## src/rtl/kgp_rf_pkg.sv

```systemverilog
// Shared register-file constants and index type for the datapath, decode and hazard units.
package kgp_rf_pkg;

    localparam int unsigned DATA_W_DEF = 32;
    localparam int unsigned ADDR_W_DEF = 5;
    localparam int unsigned NUM_RD_DEF = 2;

    typedef logic [ADDR_W_DEF-1:0] reg_idx_t;

    // Index of the optionally hardwired-zero register.
    localparam reg_idx_t ZERO_IDX = '0;

endpackage

```

## src/rtl/rf_scoreboard.sv

```systemverilog
// Pending-write scoreboard: one busy bit per register, looked up per read port.
module rf_scoreboard
    import kgp_rf_pkg::*;
#(
    parameter int unsigned ADDR_W    = ADDR_W_DEF,
    parameter int unsigned NUM_RD    = NUM_RD_DEF,
    parameter bit          ZERO_REG0 = 1'b0,
    parameter bit          BYPASS    = 1'b1
) (
    input  logic                     clk,
    input  logic                     rst,
    input  logic                     wr_en,
    input  logic [ADDR_W-1:0]        wr_idx,
    input  logic                     rsv,
    input  logic [ADDR_W-1:0]        rsv_idx,
    input  logic [NUM_RD*ADDR_W-1:0] rd_idx,
    output logic [NUM_RD-1:0]        rd_busy
);

    localparam int unsigned DEPTH = 2 ** ADDR_W;
    localparam logic [ADDR_W-1:0] R0 = ADDR_W'(ZERO_IDX);

    logic [DEPTH-1:0] busy;
    logic             rsv_en;
    logic             fwd_ok;

    // Reservations of a hardwired-zero r0 are dropped; a same-reg reserve blocks the retire forward.
    always_comb begin
        rsv_en = rsv && !(ZERO_REG0 && rsv_idx == R0);
        fwd_ok = BYPASS && wr_en && !(rsv_en && rsv_idx == wr_idx);
    end

    // Busy vector: retire clears, reserve sets; reserve is applied last so the new producer wins.
    always_ff @(posedge clk) begin
        if (rst) begin
            busy <= '0;
        end else begin
            if (wr_en) begin
                busy[wr_idx] <= 1'b0;
            end
            if (rsv_en) begin
                busy[rsv_idx] <= 1'b1;
            end
        end
    end

    for (genvar k = 0; k < NUM_RD; k++) begin : g_port
        logic [ADDR_W-1:0] idx;
        logic              b;

        assign idx = rd_idx[k*ADDR_W +: ADDR_W];

        // Per-port lookup with retire-cycle forwarding and zero-register masking.
        always_comb begin
            b = busy[idx];
            if (fwd_ok && idx == wr_idx) begin
                b = 1'b0;
            end
            if (ZERO_REG0 && idx == R0) begin
                b = 1'b0;
            end
        end

        assign rd_busy[k] = b;
    end

endmodule

```

## src/rtl/regfile_mp.sv

```systemverilog
// Multi-read-port register file with optional zero r0, write bypass, debug readout and scoreboard.
module regfile_mp
    import kgp_rf_pkg::*;
#(
    parameter int unsigned DATA_W    = DATA_W_DEF,
    parameter int unsigned ADDR_W    = ADDR_W_DEF,
    parameter int unsigned NUM_RD    = NUM_RD_DEF,
    parameter bit          ZERO_REG0 = 1'b0,
    parameter bit          BYPASS    = 1'b1
) (
    input  logic                     Clk,
    input  logic                     rst,
    input  logic                     RegWrite,
    input  logic [ADDR_W-1:0]        WriteReg,
    input  logic [DATA_W-1:0]        WriteData,
    input  logic [NUM_RD*ADDR_W-1:0] ReadReg,
    output logic [NUM_RD*DATA_W-1:0] ReadData,
    output logic [NUM_RD-1:0]        ReadBusy,
    input  logic                     Reserve,
    input  logic [ADDR_W-1:0]        ReserveReg,
    input  logic [ADDR_W-1:0]        DbgReg,
    output logic [DATA_W-1:0]        rout
);

    localparam int unsigned DEPTH = 2 ** ADDR_W;
    localparam logic [ADDR_W-1:0] R0 = ADDR_W'(ZERO_IDX);

    logic [DATA_W-1:0] mem [DEPTH];
    logic              wr_en;
    logic [DATA_W-1:0] dbg_data;

    // Qualified write enable and debug source (pre-write contents).
    always_comb begin
        wr_en    = RegWrite && !(ZERO_REG0 && WriteReg == R0);
        dbg_data = mem[DbgReg];
        if (ZERO_REG0 && DbgReg == R0) begin
            dbg_data = '0;
        end
    end

    // Storage array and registered debug readout.
    always_ff @(posedge Clk) begin
        if (rst) begin
            for (int i = 0; i < int'(DEPTH); i++) begin
                mem[i] <= '0;
            end
            rout <= '0;
        end else begin
            if (wr_en) begin
                mem[WriteReg] <= WriteData;
            end
            rout <= dbg_data;
        end
    end

    for (genvar k = 0; k < NUM_RD; k++) begin : g_rd
        logic [ADDR_W-1:0] idx;
        logic [DATA_W-1:0] rd;

        assign idx = ReadReg[k*ADDR_W +: ADDR_W];

        // Asynchronous read mux with optional same-cycle forward; zero r0 overrides everything.
        always_comb begin
            rd = mem[idx];
            if (BYPASS && wr_en && idx == WriteReg) begin
                rd = WriteData;
            end
            if (ZERO_REG0 && idx == R0) begin
                rd = '0;
            end
        end

        assign ReadData[k*DATA_W +: DATA_W] = rd;
    end

    rf_scoreboard #(
        .ADDR_W    (ADDR_W),
        .NUM_RD    (NUM_RD),
        .ZERO_REG0 (ZERO_REG0),
        .BYPASS    (BYPASS)
    ) u_sb (
        .clk     (Clk),
        .rst     (rst),
        .wr_en   (wr_en),
        .wr_idx  (WriteReg),
        .rsv     (Reserve),
        .rsv_idx (ReserveReg),
        .rd_idx  (ReadReg),
        .rd_busy (ReadBusy)
    );

endmodule

```

## config.mk

```make
export PLATFORM = sky130hd
export DESIGN_NAME = regfile_mp
export DESIGN_NICKNAME = d
export VERILOG_FILES = /design/src/rtl/kgp_rf_pkg.sv /design/src/rtl/rf_scoreboard.sv /design/src/rtl/regfile_mp.sv
export SDC_FILE = /design/constraint.sdc
export NUM_CORES = 2
export LEC_CHECK = 0
export ABC_AREA = 1
export CAP_MARGIN = 40
export CORE_AREA = 2 2 485 487
export CTS_CLUSTER_DIAMETER = 30
export DETAILED_ROUTE_END_ITERATION = 12
export DIE_AREA = 0 0 487 489
export PLACE_DENSITY = 0.46
export SLEW_MARGIN = 20
export SYNTH_ARGS = -nofsm -noshare
export SYNTH_HDL_FRONTEND = slang
export SYNTH_SLANG_ARGS = --single-unit
```

## constraint.sdc

```tcl
create_clock -name Clk -period 11.8 [get_ports Clk]
set_input_delay 2.36 -clock Clk [delete_from_list [all_inputs] [get_ports Clk]]
set_output_delay 2.36 -clock Clk [all_outputs]
set_load 0.005 [all_outputs]
```

# Word level (Yosys, flattened, before mapping)
# Memories as Yosys holds them, arrays and structs flattened. A register that Yosys moved wholly into a read port is not among the register bits.
# Cells that the tools add are included.
# word_totals
ff_bits	32
latchBits	0
ramBits	1024
mem_bits_ro	0
n_memories	1
# classes
n_addsub	0
mul	0
div	0
n_lt_le_gt_ge	6
eq_ne	3
n_shift	0
muxes	23
bitwise	3
reduce_logical	10
# mem_list
memory	words	word_bits	read_ports	rd_clocked_by_memory_dff	write_ports	line_no	text
mem	32	32	3	1	32	regfile_mp.sv:28	logic [DATA_W-1:0] mem [DEPTH];
# ops
cell	count
32-bit two-way mux	6
32-bit bitwise AND	1
32-bit NOT	1
32-bit OR	1
32-bit OR reduction	1
5-bit by 6-bit < comparator with 1-bit output (second input constant)	4
5-bit == test	3
1-bit two-way mux	12
1-bit binary-select mux with 5-bit select	2
1-bit demux with 5-bit select	2
5-bit by 1-bit greater-or-equal comparator with 1-bit output (second input constant)	2
1-bit logical AND	8
5-bit two-way mux	1
1-bit zero test	1

# Logic depth before layout (Yosys ltp)
# logic_depth
ltp_word	10
ltp_mapped	13

# Hierarchy
# From an unflattened synthesis, not the netlist that was laid out.
# unflattened
hier_cells	10030
hier_area_um2	69698.1
# by_module_without_submodules
mod	instances	cells_each	area_each_um2	seq_area_each_um2
regfile_mp	1	9659	67472.2	31390.1
rf_scoreboard	1	371	2225.9	640.6

# Worst setup path before layout
# No wires, ideal clock.
# synth_path
path_type	input to output
startpoint	input port ReadReg[7]
endpoint	output port ReadBusy[1]
arrival_time_ns	3.511
required_ns	9.440
path_slack_ns	5.929
stages	11
path_cell_list	buf_2 -> inv_2 -> clkbuf_1 -> buf_2 -> nand3_1 -> nand2_1 -> nand2_1 -> nand3_1 -> nand2_1 -> nor2_1 -> buf_4
# synth_via
elab_chain_len	3
elab_cells_between_ends	5
# synth_rtl
element	line_no	text
start, declared	regfile_mp.sv:16	input logic [NUM_RD*ADDR_W-1:0] ReadReg,
1-bit binary-select mux with 5-bit select or 5-bit == test (tied branches)	rf_scoreboard.sv:55, rf_scoreboard.sv:56	
1-bit two-way mux (implied by the code) or 1-bit logical AND (tied branches)	rf_scoreboard.sv:55, rf_scoreboard.sv:56	
1-bit two-way mux (*)	rf_scoreboard.sv:56	if (fwd_ok && idx == wr_idx) begin
end, declared	regfile_mp.sv:18	output logic [NUM_RD-1:0] ReadBusy,
# Every way passes the cells marked *; elsewhere a longest branch is shown, timed or not. The select of a mux whose other input is x is not followed.

# Worst setup path in the final report
# layout_path
startpoint	input port ReadReg[0]
endpoint	output port ReadData[7]
# layout_via
elab_chain_len	3
elab_cells_between_ends	4
# layout_rtl
element	line_no	text
branches (longest 2 deep; another with memory 32 x 32 bit)	--	
32-bit two-way mux (*)	regfile_mp.sv:65	if (BYPASS && wr_en && idx == WriteReg) begin
end, declared	regfile_mp.sv:17	output logic [NUM_RD*DATA_W-1:0] ReadData,
# Every way passes the cells marked *.

==> flow_metrics.py <==
metrics = {
    "status": {
        "status": "finished clean",
    },
    "sta": {
        "fin_ws_ns": 2.990,
        "finalCritPeriodShare_pct": 74.66,
        "finalHoldViolations": 0,
        "setup_viol": 0,
        "tightestPinTransition_ns": 1.104,
        "rsz0062_at_grt": "no",
        "fmax_mhz": 113.5,
        "min_period_ns": 8.810,
        "timing.slew.headroom_pct": 26.42,
        "tns_ns": 0,
        "holdWs_ns": 0.4854,
        "report.final.slew_viol_count": 0,
        "clock_skew_ns": 0.04757,
    },
    "setup_path": {
        "path_max_fanout": 163,
        "cpPeakStageDelay_ns": 0.77,
        "regToRegStartpoint": "mem[26][18]",
        "crit_required_ns": 9.44,
        "worst-path-stages": 13,
        "crit_path_top_delay_cell": "buf_4",
        "reg2reg_depth": 8,
        "crit_path_end_kind": "output pin",
        "cp_top_family": "buffers and inverters",
        "start_kind": "primary input",
        "worstSetupPathType": "primary input to output pin",
        "critPathLaunch": "ReadReg[0]",
        "path_buf_inv": 5,
        "cp.arrival_ns": 6.45,
        "crit_chain": "buf_8, inv_8, buf_4, buf_12, nand2_1, nand3_1, nand3_1, nand2_1, nand2_1, nand3_1, nand3_1, nand2_1, clkdlybuf4s50_1",
    },
    "floorplanning": {
        "rows": 178,
        "die_h_um": 489,
        "start_util_pct": 29.77,
        "io_pins": 159,
        "core_area_um2": 233600,
        "die-area_um2": 238100,
        "die_w_um": 487,
    },
    "job": {
        "maxCapViolations": 0,
    },
    "grt": {
        "overflow": 0,
        "grt_max_degree": 201,
        "grt_pass1_wl_um": 536300,
        "globalRouteTotalUtil_pct": 31.16,
        "grt_pass1_vias": 71790,
        "antenna_found_initial": 16,
    },
    "clocking": {
        "cts_setup_buffers": 0,
        "htreeDepth": 5,
        "cts_made_buffers": 347,
        "cts_resized": 0,
        "path_clk_slew_ns": 0.04,
        "cts_tree": "built",
        "cts.root.buffer_cell": "clkbuf_16",
        "numClockSinks": 1088,
        "clock_latency_ns": 0.95,
        "holdBufCountCts": 0,
        "clk_path_buf_depth": 4,
    },
    "placement": {
        "dp_slack_ns": 3.117,
        "dpl.hpwl_um": 210800,
        "dp_cells": 12510,
        "io_buffers": 158,
        "routabilityCongestion": 0.8821,
    },
    "worst_hold_path": {
        "worstHoldPathType": "flop to flop",
        "min-delay-start": "u_sb.busy[19]",
        "min_path_cells": 2,
    },
    "synth": {
        "synthCells": 9965,
        "synthAdderAreaFrac_pct": 0,
        "synthMuxAreaShare_pct": 0,
        "synth.avg_cell_area_um2": 6.980,
        "synth_top_family_by_area": "simple AND/OR/NAND/NOR gates",
        "synth_area_um2": 69560,
        "synth_nets": 10030,
        "synth.top_cell.area_share_pct": 44.21,
        "seq_area_frac_synth_pct": 46.05,
        "synth_top_area_cell": "edfxtp_1",
        "ys_types": 25,
        "synth.ff_latch_count": 1088,
        "synthSimpleGateAreaFrac_pct": 45.16,
        "synthXorXnorAreaFrac_pct": 0,
        "ys_top_cells_by_area": "edfxtp_1, nand2_1, nand3_1",
        "yosysWarnings": 0,
        "synth_compound_area_share_pct": 2.482,
    },
    "power_and_ir_drop": {
        "irDropWorstVdd_v": 0.0001206,
        "power_density_nw_per_um2": 181.6,
        "total_power_uw": 15450,
        "p_leak_uw": 0.03557,
    },
    "route": {
        "dr.first_iter.drc_count": 11410,
        "via_per_inst": 5.837,
        "ant_nets": 0,
        "wire_per_inst_um": 29.28,
        "dr.pass1.iters": 13,
        "routed_wirelength_um": 384600,
        "drc": 0,
        "via_count": 76680,
    },
    "layout": {
        "nNetsFinal": 9873,
        "stdcell_count": 13140,
        "drive_above_1_share_pct": 8.349,
        "areaGrowthSynthToFinish_pct": 22.29,
    },
}
==> logic make-up (layout without fill, tap and decap cells) <==
group           count (synthesis)  after routing
compound gates                328            328
buf+inv                       991           1099
flops                        1088           1088
other cells                     0              4
simple gates                 7558           7558
==> per-layer routing <==
metal | share of wire (%) | vias up | wire length [um] | track usage (%)
met1 | 39 | 36600 | 149100 | 40.76
li1 | - | 32790 | - | -
met5 | 0.011 | - | 42 | 0
met2 | 42 | 5939 | 163200 | 46.55
met4 | 6.5 | 6 | 24990 | 18.33
met3 | 12 | 1340 | 47310 | 7.658
==> registers in the layout, summed over array words and instances (netlist names) <==
name / count
mem: 1024
rout: 32
u_sb.busy: 32
==> metrics by stage <==
stage | area [um^2] | utilization, %
6_report | 85060 | 36.41
2_1_floorplan | 69560 | -
3_3_place_gp | 72650 | 31.10
4_1_cts | 84870 | 36.33
3_5_place_dp | 73830 | 31.60
5_1_grt | 85060 | 36.41
==> path summary, 6_finish.rpt <==
path	slack (ns)	to
max	2.99	ReadData[7]
min reg2reg	0.49	u_sb.busy[19]
max reg2reg	9.88	rout[18]
min	0.49	u_sb.busy[19]
==> cells in the final DEF, fill, tap and decap left out, drive strengths merged, types with 64 or more instances in the layout <==
cell	Yosys	routed
buf	567	239
clkbuf	320	420
clkdlybuf4s50	0	143
clkinv	6	133
dfxtp	64	64
edfxtp	1024	1024
inv	98	110
nand2	3883	3883
nand3	2388	2388
nor2	1260	1260
o21ai	214	214
==> worst min-delay path, stage by stage, from the launching register on <==
cell and delay [ns]:
dfxtp_1 0.31, inv_1 0.05, o22ai_1 0.06
==> synthesized netlist by cell type, drive strengths merged <==
master,instances
a21oi,52
buf,567
clkbuf,320
clkinv,6
dfxtp,64
edfxtp,1024
inv,98
nand2,3883
nand3,2388
nand4,3
nor2,1260
nor3,24
o211ai,6
o21ai,214
o22ai,56
==> layout make-up <==
class	instances	area, um^2
Fill cell	24070	148600
Timing Repair Buffer	385	4338
Inverter	104	488.0
Tap cell	3060	3829
Clock inverter	193	1822
Antenna cell	4	10.01
Multi-Input combinational cell	7886	33330
Clock buffer	417	9216
Sequential cell	1088	32030
==> where the power goes <==
group,switching (uW),internal (uW)
clock,2700,6150
combinational,1440,537
sequential,165,4460
total,4310,11100
No activity file was read; power rests on OpenSTA's default activity.
